[config.mk]
export PLATFORM = sky130hd
export DESIGN_NAME = reaction_timer
export DESIGN_NICKNAME = d
export VERILOG_FILES = /design/src/rtl/rt_pkg.sv /design/src/rtl/rt_lfsr16.sv /design/src/rtl/reaction_timer.sv
export SDC_FILE = /design/constraint.sdc
export NUM_CORES = 1
export LEC_CHECK = 0
export ABC_CLOCK_PERIOD_IN_PS = 4600
export CAP_MARGIN = 20
export CORE_UTILIZATION = 60
export DETAILED_ROUTE_END_ITERATION = 8
export GPL_TIMING_DRIVEN = 0
export MAX_ROUTING_LAYER = met4
export PLACE_DENSITY = 0.82
export SYNTH_ARGS = -nofsm -noshare
export SYNTH_HDL_FRONTEND = slang
export SYNTH_SLANG_ARGS = --single-unit
[constraint.sdc]
create_clock -name clk -period 4.6 [get_ports clk]
set_input_delay 0.69 -clock clk [delete_from_list [all_inputs] [get_ports clk]]
set_output_delay 0.69 -clock clk [all_outputs]
set_load 0.05 [all_outputs]
[src/rtl/rt_pkg.sv]
// Shared state codes and default timing constants for the reaction timer and its controller.
// Latency: none (types, constants and a helper function only).
// Backpressure: none.
package rt_pkg;

    // Controller state codes as driven on machine_state.
    typedef enum logic [2:0] {
        ST_IDLE     = 3'd0,
        ST_WAIT     = 3'd1,
        ST_CLR_CNT1 = 3'd2,
        ST_START    = 3'd3,
        ST_STORAGE  = 3'd4,
        ST_CLR_CNT2 = 3'd5,
        ST_AVERAGE  = 3'd6,
        ST_COMPARE  = 3'd7
    } rt_state_e;

    localparam int          RT_MAX_MS    = 999;
    localparam int          RT_DELAY_MIN = 1000;
    localparam logic [15:0] RT_LFSR_SEED = 16'hACE1;

    function automatic logic is_clear_state(input logic [2:0] s);
        return (s == ST_CLR_CNT1) || (s == ST_CLR_CNT2);
    endfunction

endpackage

[src/rtl/rt_lfsr16.sv]
// 16-bit Fibonacci LFSR (taps 16,14,13,11) used as the pre-start delay entropy source.
// Latency: advances once per clk cycle; state is a direct register output.
// Backpressure: none, free-running.
//
// Ports: clk, rstn (async active-low, loads SEED), state[15:0] current LFSR value.
module rt_lfsr16 #(
    parameter logic [15:0] SEED = 16'hACE1
) (
    input  logic        clk,
    input  logic        rstn,
    output logic [15:0] state
);

    logic feedback;

    // Bit 16 of the polynomial is state[15]; shift toward the MSB.
    assign feedback = state[15] ^ state[13] ^ state[12] ^ state[10];

    always_ff @(posedge clk or negedge rstn) begin
        if (!rstn) begin
            state <= SEED;
        end else begin
            state <= {state[14:0], feedback};
        end
    end

endmodule

[src/rtl/reaction_timer.sv]
// Reaction timer datapath: random pre-start delay, ms reaction counter, go lamp and status strobes.
// Latency: all outputs registered, one clk after the sampled machine_state / tick_1ms.
// Backpressure: none; tick_1ms and machine_state are sampled every cycle.
//
// Ports: clk, rstn (async active-low); tick_1ms (1 ms strobe); machine_state[2:0] (controller state);
//        react_time[9:0], sig_start, sig_overflow, sig_cleared, led_go (all registered).
// Build option: define RT_FIXED_DELAY_EN to make every WAIT entry load exactly DELAY_MIN.
module reaction_timer
    import rt_pkg::*;
#(
    parameter int          MAX_MS    = RT_MAX_MS,
    parameter int          DELAY_MIN = RT_DELAY_MIN,
    parameter logic [15:0] LFSR_SEED = RT_LFSR_SEED
) (
    input  logic       clk,
    input  logic       rstn,
    input  logic       tick_1ms,
    input  logic [2:0] machine_state,
    output logic [9:0] react_time,
    output logic       sig_start,
    output logic       sig_overflow,
    output logic       sig_cleared,
    output logic       led_go
);

    localparam logic [9:0]  MAX_V  = 10'(MAX_MS);
    localparam logic [11:0] DMIN_V = 12'(DELAY_MIN);

    logic [2:0]  prev_state;
    logic [15:0] lfsr;
    logic [11:0] delay_cnt;
    logic [11:0] delay_load;
    logic        armed;
    logic        wait_ok;
    logic        clr_pend;
    logic        in_wait;
    logic        in_start;
    logic        state_entry;
    logic        wait_entry;
    logic        clr_entry;
    logic        fire;
    logic        lfsr_unused;
    logic [9:0]  react_next;

    rt_lfsr16 #(
        .SEED (LFSR_SEED)
    ) u_lfsr (
        .clk   (clk),
        .rstn  (rstn),
        .state (lfsr)
    );

    assign in_wait     = (machine_state == ST_WAIT);
    assign in_start    = (machine_state == ST_START);
    assign state_entry = (machine_state != prev_state);
    // wait_ok stays low after reset until a non-WAIT state is seen, so a WAIT
    // held across reset is not mistaken for a fresh entry.
    assign wait_entry  = in_wait && state_entry && wait_ok;
    assign clr_entry   = is_clear_state(machine_state) && state_entry;

`ifdef RT_FIXED_DELAY_EN
    assign delay_load  = DMIN_V;
    assign lfsr_unused = ^lfsr;
`else
    assign delay_load  = DMIN_V + {1'b0, lfsr[10:0]};
    assign lfsr_unused = ^lfsr[15:11];
`endif

    // Fire on the tick that takes the count to zero (or immediately if loaded with zero).
    assign fire = armed && in_wait && !state_entry &&
                  ((delay_cnt == 12'd0) || (tick_1ms && (delay_cnt == 12'd1)));

    always_comb begin
        react_next = react_time;
        if (clr_entry) begin
            react_next = '0;
        end else if (in_start && !state_entry && tick_1ms && (react_time < MAX_V)) begin
            react_next = react_time + 10'd1;
        end
    end

    always_ff @(posedge clk or negedge rstn) begin
        if (!rstn) begin
            prev_state   <= ST_IDLE;
            delay_cnt    <= '0;
            armed        <= 1'b0;
            wait_ok      <= 1'b0;
            clr_pend     <= 1'b0;
            react_time   <= '0;
            sig_start    <= 1'b0;
            sig_overflow <= 1'b0;
            sig_cleared  <= 1'b0;
            led_go       <= 1'b0;
        end else begin
            prev_state <= machine_state;
            if (!in_wait) begin
                wait_ok <= 1'b1;
            end

            // Load wins over a coincident tick; leaving WAIT abandons the countdown.
            if (wait_entry) begin
                delay_cnt <= delay_load;
                armed     <= 1'b1;
            end else begin
                if (armed && in_wait && tick_1ms && (delay_cnt != 12'd0)) begin
                    delay_cnt <= delay_cnt - 12'd1;
                end
                if (fire || !in_wait) begin
                    armed <= 1'b0;
                end
            end

            sig_start    <= fire;
            react_time   <= react_next;
            sig_overflow <= in_start && (react_next == MAX_V);
            clr_pend     <= clr_entry;
            sig_cleared  <= clr_pend && !state_entry;
            led_go       <= in_start;
        end
    end

endmodule

==> summary.md <==
| Metric | Value |
|---|---|
| YS warnings | 0 |
| DR pass1 iterations | 4 |
| Unrepaired setup endpoints after global routing | false |
| CP peak stage delay | 0.57 ns |
| Buf/Inv on CP | 1 |
| Clock share of power | 33.4% |
| Register-to-Register Path Depth | 7 |
| Post-synth ARST share | 100% |
| Detail Route Antenna Nets | 0 |
| EDFF count, synth | 0 |
| CP Capture Type | flop |
| Total die area | 0.00413 sq mm |
| Area Overhead vs Synth | 15.7% |
| Syn_area_per_cell | 10.5 sq um |
| CTS tree | built |
| Power share of the sequential group | 58.5% |
| Static leakage | 1.06 nW |
| Hold buffer count at cts | 0 |
| Reg-to-reg startpoint | react_time[0]$_DFF_PN0_ |
| Period utilisation layout | 58.0% |
| Sw Share | 25.8% |
| Crit path time final | 2.67 ns |
| Post-CTS Setup Bufs | 0 |
| Power Density | 287 mW/mm^2 |
| Flop-to-flop setup slack | 2.22 ns |
| Core area | 0.00369 sq mm |
| Clock buffer depth | 2 |
| Gpl congestion | 0.886 |
| Crit-path leading delay family | simple AND/OR/NAND/NOR gates |
| Netlist cell types | 45 |
| Final WL | 4.43 mm |
| Status | finished clean |
| # resized after CTS | 0 |
| DRC Markers | 0 |
| Mapped Area | 0.00233 sq mm |
| Die Wd | 64.3 microns |
| Sink Count | 48 |
| Critical Path RT | 4.82 ns |
| Peak supply drop | 0.243 mV |
| Wirelength per Cell | 14.9 microns |
| FF+latch count, synth | 48 |
| Seq. cell area | 0.00121 sq mm |
| Detail Placement HPWL | 3.09 mm |
| Final setup viols | 0 |
| Vias in the first global route | 1702 |
| Final Hold Fails | 0 |
| Setup TNS | 0 ns |
| Synth Area in Compound Gates | 10.4% |
| Part of the power in combinational logic | 8.2% |
| Share of layout cells above drive strength 1 | 8.43% |
| Final #Nets | 259 |
| Reg2reg end | sig_overflow$_DFF_PN0_ |
| Initial antenna violation count | 0 |
| Slew HR | 46.9% |
| Sequential-to-total area share from yosys stat | 52.0% |
| Max-slew violation count | 0 |
| Num ports | 20 |
| Die Height | 64.3 microns |
| Global-route wire length before repair | 7.69 mm |
| Fillers | 290 |
| Row count | 22 |
| XOR/XNOR Fraction of Synth Area | 10.2% |
| Switching pwr | 0.200 mW |
| Starting Density | 63.1% |
| PortBufs | 19 |
| Worst path slowest cell | or4_1 |
| Fin Hold WS | 0.366 ns |
| Simple-Gate Fraction of Synth Area | 20.8% |
| Startpoint Class | input port |
| Synth Instances | 221 |
| Via/cell ratio | 5.78 |
| Fmax | 0.374 GHz |
| Worst path cell trace | clkdlybuf4s50_1 > and4bb_1 > nand4_1 > or4_1 > a221o_1 > nor4_2 |
| Top FF cell, synth | dfrtp_1 |
| All-layer global routing usage | 25.6% |
| Pwr Total | 0.774 mW |
| Total CTS buffers | 5 |
| Antenna cells | 0 |
| Critical path class | input port to flop |
| Multi-input logic area | 0.00106 sq mm |
| Clk_skew | 0.00409 ns |
| Clk slew on worst S/H paths | 0.09 ns |
| Largest family of logic cells by synthesized area | simple AND/OR/NAND/NOR gates |
| Synthesized Nets | 232 |
| Root Driver | clkbuf_8 |
| Crit path max fanout | 7 |
| Gr ovfl total | 0 |
| Worst-margin pin slew | 0.786 ns |
| CTS HTree Levels | 2 |
| Starting DRC count in detailed routing | 122 |
| Adder-Cell Fraction of Synth Area | 2.69% |
| Vias | 1717 |
| Post-synthesis mux area share | 1.29% |
| Clock Latency Late Sink | 0.31 ns |
| Critical Path AT | 2.89 ns |
| Largest net degree at the start of global routing | 26 |
| Max Cap Viol | 0 |
| Internal power consumption | 0.574 mW |
| Worst Hold Class | input port to async pin |
[power by group through the flow]
| stage | logic (mW) | registers, mW | clock network [mW] |
|---|---|---|---|
| 6_report | 0.0631 | 0.453 | 0.258 |
| 4_1_cts | 0.0639 | 0.452 | 0.269 |
| 2_1_floorplan | 0.0331 | 0.460 | 0 |
| 5_1_grt | 0.0721 | 0.455 | 0.285 |
| 3_3_place_gp | 0.0587 | 0.460 | 0 |
| 3_5_place_dp | 0.0635 | 0.460 | 0 |
[kinds of logic (layout without fill, tap and decap cells)]
group                    Yosys count  after routing
AO/OA/AOI/OAI                     37             37
adder cells (fa/ha/maj)            5              5
multiplexers                       3              3
XOR/XNOR                          27             27
buffers and inverters             16             44
flip-flops                        48             48
AND/OR/NAND/NOR                   85             85
[flip-flops by register name, indices dropped and copies added, names as in the netlist, 3 cells and up]
name / cells
delay_cnt: 12
react_time: 10
u_lfsr.state: 16
prev_state: 3
[cell type report]
class | count | area share, %
clock buffer | 5 | 2.55
sequential | 48 | 44.9
timing repair buffer | 20 | 7.89
clock inverter | 3 | 0.929
multi-input combinational | 157 | 39.2
buffer | 8 | 1.16
tap | 48 | 2.23
inverter | 8 | 1.11
[worst register-to-register path: stages, from the launching register on]
cell and delay [ns]:
dfrtp_1 0.48, ha_1 0.25, nand2_1 0.11, a211oi_1 0.38, clkbuf_1 0.38, o211ai_1 0.16
a221o_1 0.32, nor4_2 0.21
[cell usage in the layout, fill, tap and decap left out, drive strengths merged, types with 2 or more instances in the layout]
master and count:
nand3 9, o211ai 2, nor2b 2, or4 3, nand4b 3, dfstp 8, and3 4, dfrtp 40
nand3b 3, xnor2 14, and4 3, o21ai 13, and2 2, a211oi 2, clkbuf 11, nor3 6
nor4 6, nand2b 4, nor3b 3, buf 4, xor2 13, clkdlybuf4s50 18, nand2 18, mux2i 3
a21oi 6, nor2 14, and4bb 2, o2111ai 3, inv 10, ha 5, a31oi 2
[per-stage QoR]
step | cells | cell area, sq um | util [%] | worst slack, ns
floorplan | 221 | 2330 | - | 2.22
global placement | 288 | 2580 | 69.9 | 1.60
detailed placement | 289 | 2600 | 70.5 | 1.61
CTS | 297 | 2700 | 73.1 | 1.95
global route | 297 | 2700 | 73.1 | 1.82
finish | 297 | 2700 | 73.1 | 1.93
[metal layers]
layer,vias to the layer above,wire [microns],global-route usage (%)
met4,0,69,11.7
met3,5,158,5.71
met1,833,2100,32.9
met2,38,2100,38.6
met5,-,0,-
li1,841,-,-
[worst max path at each step]
stage	endpoint	slack [ns]	start	cells after the start
after global placement	u_lfsr.state[8]$_DFF_PN0_	1.60	rstn	1
after detailed placement	sig_overflow$_DFF_PN0_	1.61	machine_state[2]	6
final	sig_overflow$_DFF_PN0_	1.93	machine_state[2]	6
after floorplan	sig_overflow$_DFF_PN0_	2.22	react_time[0]$_DFF_PN0_	7
after CTS	sig_overflow$_DFF_PN0_	1.95	machine_state[2]	6
after global routing	delay_cnt[2]$_DFFE_PN0P_	1.82	machine_state[0]	7
[synth_stat cells (3+ instances only)]
library cell	number	area share, %
clkbuf_1	6	0.97
nor3_1	6	1.3
nor4_1	5	1.3
nor3b_1	3	0.97
nand3b_1	3	0.97
and4_1	3	1.1
nand2_1	18	2.9
o21ai_0	13	2.8
and3_1	4	1.1
o2111ai_1	3	1.1
a21oi_1	6	1.3
nor2_1	14	2.3
xnor2_1	14	5.3
nand3_1	9	1.9
inv_1	8	1.3
nand4b_1	3	1.1
dfrtp_1	40	43
mux2i_1	3	1.3
dfstp_2	8	9.0
or4_1	3	0.97
nand2b_1	4	1.1
xor2_1	13	4.9
ha_1	5	2.7
No activity file was read; power rests on OpenSTA's default activity.
